--- src/rtl/eight_bit_adder_reg.sv ---
`default_nettype none
// ============================================================================
// Module      : eight_bit_adder_reg
// Description : Registered unsigned adder built from a ripple-carry chain of
//               full-adder cells. The sum and carry-out are captured in an
//               output register, giving one clock of latency and a valid flag.
// Revision    : 1.0 - initial release
// ============================================================================

// ----------------------------------------------------------------------------
// One full-adder cell of the ripple chain.
// ----------------------------------------------------------------------------
module eight_bit_adder_reg_fa (
  input  logic a_i,
  input  logic b_i,
  input  logic c_i,
  output logic s_o,
  output logic c_o
);

  logic w_prop;

  // Propagate term is shared by the sum and the carry.
  assign w_prop = a_i ^ b_i;
  assign s_o    = w_prop ^ c_i;
  assign c_o    = (a_i & b_i) | (c_i & w_prop);

endmodule

// ----------------------------------------------------------------------------
// Top level: ripple chain plus output register.
// ----------------------------------------------------------------------------
module eight_bit_adder_reg #(
  parameter int WIDTH = 8
) (
  input  logic             clk,
  input  logic             rst_n,
  input  logic [WIDTH-1:0] a,
  input  logic [WIDTH-1:0] b,
  input  logic             in_valid,
  output logic [WIDTH-1:0] sum,
  output logic             finalcarry,
  output logic             out_valid
);

  // Carry chain: w_carry[0] is the tied-off carry-in, w_carry[WIDTH] is the
  // carry-out of the most significant cell.
  logic [WIDTH:0]   w_carry;
  logic [WIDTH-1:0] w_sum;

  logic [WIDTH-1:0] sum_q;
  logic [WIDTH-1:0] sum_d;
  logic             carry_q;
  logic             carry_d;
  logic             valid_q;
  logic             valid_d;

  // No carry-in: the operation is a plain a + b.
  assign w_carry[0] = 1'b0;

  generate
    for (genvar gi = 0; gi < WIDTH; gi++) begin : g_ripple
      eight_bit_adder_reg_fa u_fa (
        .a_i (a[gi]),
        .b_i (b[gi]),
        .c_i (w_carry[gi]),
        .s_o (w_sum[gi]),
        .c_o (w_carry[gi+1])
      );
    end
  endgenerate

  // Next-state: load a new result on a valid cycle, otherwise hold the last one.
  always_comb begin
    sum_d   = sum_q;
    carry_d = carry_q;
    valid_d = in_valid;
    if (in_valid) begin
      sum_d   = w_sum;
      carry_d = w_carry[WIDTH];
    end
  end

  // Output register with synchronous active-low reset taking priority.
  always_ff @(posedge clk) begin
    if (!rst_n) begin
      sum_q   <= '0;
      carry_q <= 1'b0;
      valid_q <= 1'b0;
    end else begin
      sum_q   <= sum_d;
      carry_q <= carry_d;
      valid_q <= valid_d;
    end
  end

  assign sum        = sum_q;
  assign finalcarry = carry_q;
  assign out_valid  = valid_q;

endmodule

`default_nettype wire

--- config.mk ---
export PLATFORM = sky130hd
export DESIGN_NAME = eight_bit_adder_reg
export DESIGN_NICKNAME = d
export VERILOG_FILES = /design/src/rtl/eight_bit_adder_reg.sv
export SDC_FILE = /design/constraint.sdc
export NUM_CORES = 1
export LEC_CHECK = 0
export CORE_MARGIN = 2
export CORE_UTILIZATION = 36
export CTS_CLUSTER_SIZE = 8
export DETAILED_ROUTE_END_ITERATION = 10
export PLACE_DENSITY = 0.86
export SLEW_MARGIN = 10
export SYNTH_ARGS = -nofsm -noshare
export SYNTH_HDL_FRONTEND = slang
export SYNTH_SLANG_ARGS = --single-unit
--- constraint.sdc ---
create_clock -name clk -period 5.35 [get_ports clk]
set_clock_uncertainty 0.15 [all_clocks]
set_input_delay 0.8025 -clock clk [delete_from_list [all_inputs] [get_ports clk]]
set_output_delay 0.8025 -clock clk [all_outputs]
set_load 0.05 [all_outputs]
==> impl_metrics.tcl, run 1 <==
set metrics [dict create \
    status "finished, final reports clean" \
    drt_pass1_iterations 2 \
    vias_per_cell 4.535 \
    synth.top_cell.area_share_pct 38.19 \
    ys_types 10 \
    path_delay_family "adder cells" \
    synth.net_count 68 \
    path_class "in2reg" \
    post_synth_mux_area_share_pct 13.37 \
    syn_inst 41 \
    hpwl_um 803.5 \
    max_cap_viol_count 0 \
    critPathMostFrequentCell "sky130_fd_sc_hd__fa_1" \
    slowest_stage "sky130_fd_sc_hd__clkdlybuf4s50_1" \
    number_of_cells_on_the_worst_reg_to_reg_path 1 \
    drt_first_iter_violations 1 \
    die-height_um 42.16 \
    reg2reg_from "finalcarry$_SDFFE_PN0P_" \
    post_synth_adder_cell_area_pct 29.12 \
    dr_total_vias 390 \
    yosys_warnings 0 \
    finalWeightedCongestion 0.7052 \
    n_antenna_cell 0 \
    area.growth.synth_to_final_pct 59.19 \
    tritoncts "yes" \
    worst_margin_slew_ns 0.5712 \
    worst_ep_required_time_ns 5.40 \
    grt_antenna_before_repair 0 \
    ys_seq_elements 10 \
    initial_core_utilization_pct 39.31 \
    globalRouteOverflowTotal 0 \
    worstHoldStart "finalcarry$_SDFFE_PN0P_" \
    synth_top_cells_by_area "sky130_fd_sc_hd__dfxtp_1 38%, sky130_fd_sc_hd__fa_1 27%, sky130_fd_sc_hd__mux2i_1 13%" \
    cell_type_contributing_the_most_total_cell_area_after_synthesis "sky130_fd_sc_hd__dfxtp_1" \
    cts-root-to-sink-buffers 2 \
    critPathBufInv 2 \
    placementRows 13 \
    drt.antenna.violating_nets 0 \
    wl_per_cell_um 11.47 \
    swShare_pct 32.40 \
    min_period_ns 4.366 \
    power.density_nw_per_um2 255.2 \
    final_hold_viol_count 0 \
    drt_drc 0 \
    maxClockFrequency_mhz 229.0 \
    worst-path-max-fanout 1 \
    min_path_cells 1 \
    synth_compound_gate_area_share_pct 3.819 \
    power.switching_w 0.00006899 \
    finalSetupViolations 0 \
    die-area_um2 1777 \
    cts.repair.resized 0 \
    io_buffer_count 28 \
    placeableCoreArea_um2 1334 \
    global_route_wire_length_before_repair_um 1725 \
    clock_insertion_delay_worst_skew_ns 0.25 \
    routed_wl_um 986 \
    p_int_w 0.0001440 \
    critical_path.max_stage_delay_ns 0.40 \
    yosysSeqAreaShare_pct 38.19 \
    crit_chain "clkdlybuf4s50_1 > ha_1 > fa_1 > fa_1 > fa_1 > fa_1 > fa_1 > fa_1 > inv_1 > fa_1 > nand2_1 > o211a_1" \
    clock_tree.htree_level_count 1 \
    comb_power_share_pct 37.2 \
    post_layout_nonfiller_instances 86 \
    cts_clock_pin_slew_for_the_worst_setup_and_hold_paths_ns 0.06 \
    syn-mean-instance-area_um2 12.79 \
    post-place-cells 83 \
    post-route-period-util_pct 81.62 \
    final-max-slew-violation-count 0 \
    gr-usage-all-layers_pct 13.34 \
    worstSetupEndpointType "flop" \
    top_level_ports 29 \
    cts.sink_count 10 \
    fin_worst_hold_slack_ns 0.3350 \
    whs_endpoint "finalcarry$_SDFFE_PN0P_" \
    ff2ff_setup_slack_ns 4.59 \
    fin_setup_tns_ns 0 \
    arrival_ns 4.42 \
    rsz_0062_raised_after_global_routing "no" \
    pin_count_of_the_biggest_net_entering_global_routing 13 \
    detailedPlace.worstSlack_ns 0.6849 \
    p_leak_nw 0.3605 \
    synth_top_family_by_area "adder cells" \
    layout.core_utilization_pct 62.57 \
    rr_endpoint "finalcarry$_SDFFE_PN0P_" \
    synthSimpleGateAreaFrac_pct 11.22 \
    syn_area_um2 524.3 \
    hold_path_class "reg2reg" \
    via_count_of_the_first_global_routing_pass 410 \
    ir_drop_mv 0.1215 \
    design.final.nets 100 \
    hold_buffers 0 \
    layout_setup_ws_ns 0.9836 \
    drive_above_1_share_pct 5.634 \
    start_kind "input port" \
    sequentialPowerShare_pct 39.8 \
    synth_xor_area_share_pct 0 \
    cts-buffers-inserted 3 \
    postCtsSetupRepairBufs 0 \
    power.share.clock_pct 23.0 \
    die_width_um 42.16 \
    clockRootBuffer "sky130_fd_sc_hd__clkbuf_4" \
    slew-limit-headroom_pct 61.80 \
]
-- placed cells by master (no fill, tap or decap), drive strengths merged --
master / count
mux2i: 7
ha: 1
dfxtp: 10
fa: 7
o211a: 2
nand2: 2
inv: 3
and2: 1
clkbuf: 3
nor2b: 7
clkdlybuf4s50: 28
-- metrics by stage --
stage	area, um2	power, W
2_1_floorplan	524.3	0.0001328
3_3_place_gp	812.0	0.0001653
3_5_place_dp	812.0	0.0001665
4_1_cts	834.6	0.0002180
5_1_grt	834.6	0.0002293
6_report	834.6	0.0002129
-- synth_stat cells --
cell and number:
sky130_fd_sc_hd__inv_1 3, sky130_fd_sc_hd__and2_2 1, sky130_fd_sc_hd__nand2_1 2, sky130_fd_sc_hd__dfxtp_1 10, sky130_fd_sc_hd__buf_6 1, sky130_fd_sc_hd__nor2b_1 7, sky130_fd_sc_hd__fa_1 7, sky130_fd_sc_hd__ha_1 1
sky130_fd_sc_hd__mux2i_1 7, sky130_fd_sc_hd__o211a_1 2
-- power groups by stage --
stage | Sequential, W | Combinational [W] | Clock, W
after CTS | 0.0000848 | 0.0000804 | 0.0000528
final | 0.0000848 | 0.0000792 | 0.0000489
after detailed placement | 0.0000866 | 0.0000799 | 0
after global placement | 0.0000865 | 0.0000788 | 0
after global routing | 0.0000855 | 0.0000863 | 0.0000575
after floorplan | 0.000111 | 0.0000214 | 0
-- layer usage --
metal / share of wire [%] / GRT usage, % / vias up
li1: - / - / 194
met1: 40 / 14.32 / 177
met2: 47 / 20.92 / 19
met3: 13 / 6.897 / 0
met4: 0 / 7.500 / 0
met5: 0 / 0 / -
-- state kept, by name, summed over array words and instances, names as in the netlist --
signal,cells
finalcarry,1
out_valid,1
sum,8
-- worst max path at each step --
stage / from / to / depth (start not counted)
final: a[0] / sum[7]$_SDFFE_PN0P_ / 12
after global routing: a[0] / sum[7]$_SDFFE_PN0P_ / 12
after CTS: a[0] / sum[7]$_SDFFE_PN0P_ / 12
after detailed placement: a[0] / sum[7]$_SDFFE_PN0P_ / 12
after global placement: a[0] / sum[7]$_SDFFE_PN0P_ / 12
after floorplan: a[0] / sum[7]$_SDFFE_PN0P_ / 11
-- cell families after synthesis --
group / Yosys count
and+or+nand+nor: 10
AOI/OAI and AO/OA: 2
adders and majority gates: 8
buffers and inverters: 4
DFF: 10
muxes: 7
-- layout make-up --
cell class / instances / area (um2)
Inverter: 3 / 11.26
Tap cell: 15 / 18.77
Fill cell: 110 / 499.2
Timing Repair Buffer: 28 / 280.3
Sequential cell: 10 / 200.2
Clock buffer: 3 / 22.52
Multi-Input combinational cell: 27 / 301.5
No activity file was read; power rests on OpenSTA's default activity.
==> inputs of run 2 (changes only) <==
- CORE_UTILIZATION: 36 -> 33
- PLACE_DENSITY: 0.86 -> 0.83
- clock period: 5.35 -> 3.6 ns (I/O delays scaled with it)
==> run 2 against run 1 <==
Largest power group unchanged. Routed wire length up 13%. Non-clock buffer count is the same. Cell count up 2.3%. Via count increased by 1.8%.
==> impl_metrics.tcl, run 2 (synthesized netlist as in run 1, its figures left out) <==
set metrics [dict create \
    dr_total_vias 397 \
    finalSetupViolations 0 \
    hpwl_um 905.8 \
    cts.sink_count 10 \
    drt_pass1_iterations 3 \
    area.growth.synth_to_final_pct 67.78 \
    io_buffer_count 28 \
    comb_power_share_pct 34.7 \
    cts-root-to-sink-buffers 2 \
    n_antenna_cell 0 \
    drt_drc 0 \
    hold_buffers 0 \
    finalWeightedCongestion 0.6581 \
    ir_drop_mv 0.2329 \
    path_class "in2reg" \
    layout.cells.most_common "sky130_fd_sc_hd__clkdlybuf4s50_1" \
    p_leak_nw 0.3668 \
    maxClockFrequency_mhz 288.5 \
    worstHoldStart "finalcarry$_SDFFE_PN0P_" \
    drt.antenna.violating_nets 0 \
    arrival_ns 3.53 \
    tritoncts "yes" \
    cts_clock_pin_slew_for_the_worst_setup_and_hold_paths_ns 0.07 \
    number_of_cells_on_the_worst_reg_to_reg_path 1 \
    die-height_um 43.86 \
    worstSetupEndpointType "flop" \
    hold_path_class "reg2reg" \
    slew-limit-headroom_pct 61.85 \
    min_period_ns 3.466 \
    design.final.nets 100 \
    p_int_w 0.0002383 \
    global_route_wire_length_before_repair_um 1711 \
    ff2ff_setup_slack_ns 2.82 \
    clock_insertion_delay_worst_skew_ns 0.26 \
    clockRootBuffer "sky130_fd_sc_hd__clkbuf_4" \
    worst_ep_required_time_ns 3.66 \
    gr-usage-all-layers_pct 12.89 \
    min_path_cells 1 \
    groute.layer.met2.usage_pct 22.35 \
    rr_endpoint "sum[7]$_SDFFE_PN0P_" \
    rsz_0062_raised_after_global_routing "no" \
    globalRouteOverflowTotal 0 \
    power.density_nw_per_um2 397.3 \
    max_cap_viol_count 0 \
    postCtsSetupRepairBufs 0 \
    reg2reg_from "sum[7]$_SDFFE_PN0P_" \
    pin_count_of_the_biggest_net_entering_global_routing 13 \
    vias_per_cell 4.511 \
    top_level_ports 29 \
    power.switching_w 0.0001112 \
    die-area_um2 1923 \
    final-max-slew-violation-count 0 \
    placeableCoreArea_um2 1489 \
    number_of_flip_flops_in_the_largest_register 8 \
    initial_core_utilization_pct 35.21 \
    post_layout_nonfiller_instances 88 \
    layout_common_cells "24 x sky130_fd_sc_hd__clkdlybuf4s50_1, 10 x sky130_fd_sc_hd__dfxtp_1, 7 x sky130_fd_sc_hd__mux2i_1, 7 x sky130_fd_sc_hd__nor2b_1, 6 x sky130_fd_sc_hd__fa_2" \
    routed_wl_um 1110 \
    sequentialPowerShare_pct 36.2 \
    cts-buffers-inserted 3 \
    final_hold_viol_count 0 \
    worst-path-max-fanout 1 \
    whs_endpoint "finalcarry$_SDFFE_PN0P_" \
    swShare_pct 31.81 \
    grt-busiest-layer "met2" \
    post-route-period-util_pct 96.28 \
    post_dp_cell_area_um2 825.8 \
    status "finished, final reports clean" \
    start_kind "input port" \
    placementRows 14 \
    power.share.clock_pct 29.1 \
    via_count_of_the_first_global_routing_pass 424 \
    die_width_um 43.86 \
    grt_antenna_before_repair 0 \
    drive_above_1_share_pct 20.83 \
    post-place-cells 84 \
    wl_per_cell_um 12.61 \
    drt_first_iter_violations 3 \
    grt.met3_usage_pct 4.167 \
    globalRouteMet1Util_pct 12.76 \
    clock_tree.htree_level_count 1 \
    worst_margin_slew_ns 0.5705 \
    design_area_um2 879.6 \
]
==> run 2: per-layer routing <==
| layer | vias to the layer above | routed length (um) | share of wire, % |
|---|---|---|---|
| met2 | 21 | 548 | 49 |
| met5 | - | 0 | 0 |
| met4 | 0 | 6 | 0.54 |
| met1 | 181 | 435 | 39 |
| li1 | 193 | - | - |
| met3 | 2 | 119 | 11 |
==> run 2: worst max-delay path, stage by stage <==
cell and delay [ns]:
sky130_fd_sc_hd__clkdlybuf4s15_1 0.20, sky130_fd_sc_hd__fa_2 0.40, sky130_fd_sc_hd__fa_2 0.35, sky130_fd_sc_hd__fa_2 0.34, sky130_fd_sc_hd__fa_2 0.34, sky130_fd_sc_hd__fa_2 0.34
sky130_fd_sc_hd__fa_2 0.34, sky130_fd_sc_hd__inv_2 0.06, sky130_fd_sc_hd__fa_1 0.39, sky130_fd_sc_hd__nand2_1 0.07, sky130_fd_sc_hd__o211a_1 0.15
==> run 2: layout make-up <==
class | count | area, um2
fill | 131 | 609.3
multi-input combinational | 27 | 329.1
timing repair buffer | 28 | 282.8
sequential | 10 | 200.2
clock buffer | 4 | 36.28
tap | 16 | 20.02
inverter | 3 | 11.26
==> run 2: what timing repair did <==
action,4_1_cts,5_1_grt
resized for setup,15,1
pin swaps,8,7
setup endpoints to repair,2,1
==> run 2: power by group through the flow <==
stage	clock, W	sequential [W]	combinational, W
global placement	0	0.000128	0.000119
detailed placement	0	0.000129	0.000121
floorplan	0	0.000166	0.0000329
finish	0.000102	0.000126	0.000121
CTS	0.000107	0.000126	0.000124
global route	0.000109	0.000128	0.000133
==> run 2: stage by stage <==
stage / total power, W / setup TNS [ns] / hold WS [ns] / setup slack, ns / utilization (%)
floorplan: 0.0001985 / -0.02568 / 0.5182 / -0.02568 / -
global placement: 0.0002474 / -1.006 / 0.3140 / -0.5239 / 55.46
detailed placement: 0.0002501 / -1.130 / 0.3208 / -0.5664 / 55.46
CTS: 0.0003579 / -0.03717 / 0.3331 / -0.03717 / 58.99
global route: 0.0003701 / 0 / 0.3647 / 0.01271 / 59.08
finish: 0.0003495 / 0 / 0.3300 / 0.1340 / 59.08
==> run 2: worst max-delay path by stage <==
stage,startpoint,end
2_1_floorplan,a[0],sum[7]$_SDFFE_PN0P_
6_report,a[1],sum[7]$_SDFFE_PN0P_
3_3_place_gp,a[0],sum[7]$_SDFFE_PN0P_
3_5_place_dp,a[0],sum[7]$_SDFFE_PN0P_
5_1_grt,a[1],sum[7]$_SDFFE_PN0P_
4_1_cts,b[0],sum[7]$_SDFFE_PN0P_
==> inputs of run 3 (changes only) <==
- RECOVER_POWER: unset -> 100
==> run 3 against run 2 <==
Clock power hardly changed. Design area unchanged. Critical path type unchanged. Count of clock-buffer cells in the layout is the same. Highest routed layer unchanged. Die area unchanged. Non-clock buffer count unchanged. Routed wire length about the same. Register-to-register slack hardly changed. Critical path depth is the same. Worst hold slack lost 0.0049 ns. Largest cell class unchanged. Combinational power shrank 3%. Via count did not move.
==> impl_metrics.tcl, run 3 (synthesized netlist as in run 1, its figures left out) <==
set metrics [dict create \
    clock_tree.htree_level_count 1 \
    pin_count_of_the_biggest_net_entering_global_routing 13 \
    p_leak_nw 0.3916 \
    post-route-period-util_pct 96.28 \
    worstHoldStart "finalcarry$_SDFFE_PN0P_" \
    number_of_flip_flops_in_the_largest_register 8 \
    crit_chain "clkdlybuf4s15_1 > fa_2 > fa_2 > fa_2 > fa_2 > fa_2 > fa_2 > inv_1 > fa_1 > nand2_1 > o211a_1" \
    path_delay_family "adder cells" \
    clockRootBuffer "sky130_fd_sc_hd__clkbuf_4" \
    critPathBufInv 2 \
    start_kind "input port" \
    final-max-slew-violation-count 0 \
    area.growth.synth_to_final_pct 67.78 \
    vias_per_cell 4.511 \
    reg2reg_from "sum[7]$_SDFFE_PN0P_" \
    hold_path_class "reg2reg" \
    layout_common_cells "13 x sky130_fd_sc_hd__clkdlybuf4s50_1, 11 x sky130_fd_sc_hd__dlygate4sd3_1, 10 x sky130_fd_sc_hd__dfxtp_1, 7 x sky130_fd_sc_hd__mux2i_1, 7 x sky130_fd_sc_hd__nor2b_1" \
    worstSetupEndpointType "flop" \
    die_width_um 43.86 \
    rr_endpoint "sum[7]$_SDFFE_PN0P_" \
    layout.core_utilization_pct 59.08 \
    placementRows 14 \
    worst_margin_slew_ns 0.5754 \
    n_antenna_cell 0 \
    fin_setup_tns_ns 0 \
    drive_above_1_share_pct 19.44 \
    critical_path_capture_point "sum[7]$_SDFFE_PN0P_" \
    drt_first_iter_violations 3 \
    via_count_of_the_first_global_routing_pass 424 \
    worst-path-max-fanout 1 \
    cts-buffers-inserted 3 \
    layout.cells.most_common "sky130_fd_sc_hd__clkdlybuf4s50_1" \
    maxClockFrequency_mhz 288.5 \
    finalWeightedCongestion 0.6581 \
    die-height_um 43.86 \
    critical_path.max_stage_delay_ns 0.40 \
    die-area_um2 1923 \
    placeableCoreArea_um2 1489 \
    cts_clock_pin_slew_for_the_worst_setup_and_hold_paths_ns 0.07 \
    slew-limit-headroom_pct 61.51 \
    global_route_wire_length_before_repair_um 1711 \
    max_cap_viol_count 0 \
    wl_per_cell_um 12.60 \
    ff2ff_setup_slack_ns 2.83 \
    tritoncts "yes" \
    critPathMostFrequentCell "sky130_fd_sc_hd__fa_2" \
    clock_insertion_delay_worst_skew_ns 0.26 \
    final_hold_viol_count 0 \
    power_w 0.0003444 \
    power.density_nw_per_um2 391.6 \
    cts.sink_count 10 \
    drt_drc 0 \
    dr_total_vias 397 \
    number_of_cells_on_the_worst_reg_to_reg_path 1 \
    hpwl_um 905.8 \
    post-place-cells 84 \
    globalRouteOverflowTotal 0 \
    arrival_ns 3.53 \
    initial_core_utilization_pct 35.21 \
    path_class "in2reg" \
    slowest_stage "sky130_fd_sc_hd__fa_2" \
    cts-root-to-sink-buffers 2 \
    worst_ep_required_time_ns 3.66 \
    drt_pass1_iterations 3 \
    gr-usage-all-layers_pct 12.89 \
    routed_wl_um 1109 \
    drt.antenna.violating_nets 0 \
    ir_drop_mv 0.2294 \
    design.final.nets 100 \
    status "finished, final reports clean" \
    hold_buffers 0 \
    critPathLaunch "a[1]" \
    post_layout_nonfiller_instances 88 \
    final.fill_count 131 \
    rsz_0062_raised_after_global_routing "no" \
    min_period_ns 3.466 \
    grt_antenna_before_repair 0 \
    cp_num_cells 11 \
    io_buffer_count 28 \
    top_level_ports 29 \
    finalSetupViolations 0 \
]
run 3: cell count changes in the layout (fill, tap and decap cells not counted), sizes merged:
cell,before,now
dlygate4sd3,0,11
clkdlybuf4s50,24,13
run 3: how the worst min path moves through the flow:
| stage | end | slack (ns) | cells after the start |
|---|---|---|---|
| detailed placement | finalcarry$_SDFFE_PN0P_ | 0.32 | 1 |
| CTS | finalcarry$_SDFFE_PN0P_ | 0.33 | 1 |
| finish | finalcarry$_SDFFE_PN0P_ | 0.33 | 1 |
| global placement | sum[7]$_SDFFE_PN0P_ | 0.31 | 1 |
| floorplan | sum[0]$_SDFFE_PN0P_ | 0.52 | 1 |
| global route | finalcarry$_SDFFE_PN0P_ | 0.36 | 1 |
run 3: metal layers:
layer / GRT usage, % / vias to the layer above / share of wire, %
met2: 22.35 / 21 / 50
met4: 9.091 / 0 / 0.54
met1: 12.76 / 181 / 39
met5: 0 / - / 0
met3: 4.167 / 2 / 11
li1: - / 193 / -
run 3: cell type report:
class	instances	area, um2	share of cell area (%)
Multi-Input combinational cell	27	329.1	37.41
Tap cell	16	20.02	2.276
Timing Repair Buffer	28	282.8	32.15
Clock buffer	4	36.28	4.125
Inverter	3	11.26	1.280
Sequential cell	10	200.2	22.76
run 3: what timing repair did:
action                     in CTS  in global routing
resized for setup              15                  1
pin swaps                       8                  7
buffers inserted                0                  0
setup endpoints to repair       2                  1
run 3: per-stage QoR:
| stage | hold WS, ns | worst slack (ns) | instance area (um2) |
|---|---|---|---|
| 3_3_place_gp | 0.3140 | -0.5239 | 825.8 |
| 6_report | 0.3251 | 0.1340 | 879.6 |
| 4_1_cts | 0.3331 | -0.03717 | 878.3 |
| 2_1_floorplan | 0.5182 | -0.02568 | 536.8 |
| 5_1_grt | 0.3598 | 0.01104 | 879.6 |
| 3_5_place_dp | 0.3208 | -0.5664 | 825.8 |
run 3: power by group:
group / internal, W / switching [W] / leakage, nW / total, W
sequential: 0.000121 / 0.00000464 / 0.0828 / 0.000126
clock: 0.0000614 / 0.0000403 / 0.0210 / 0.000102
combinational: 0.0000514 / 0.0000654 / 0.288 / 0.000117
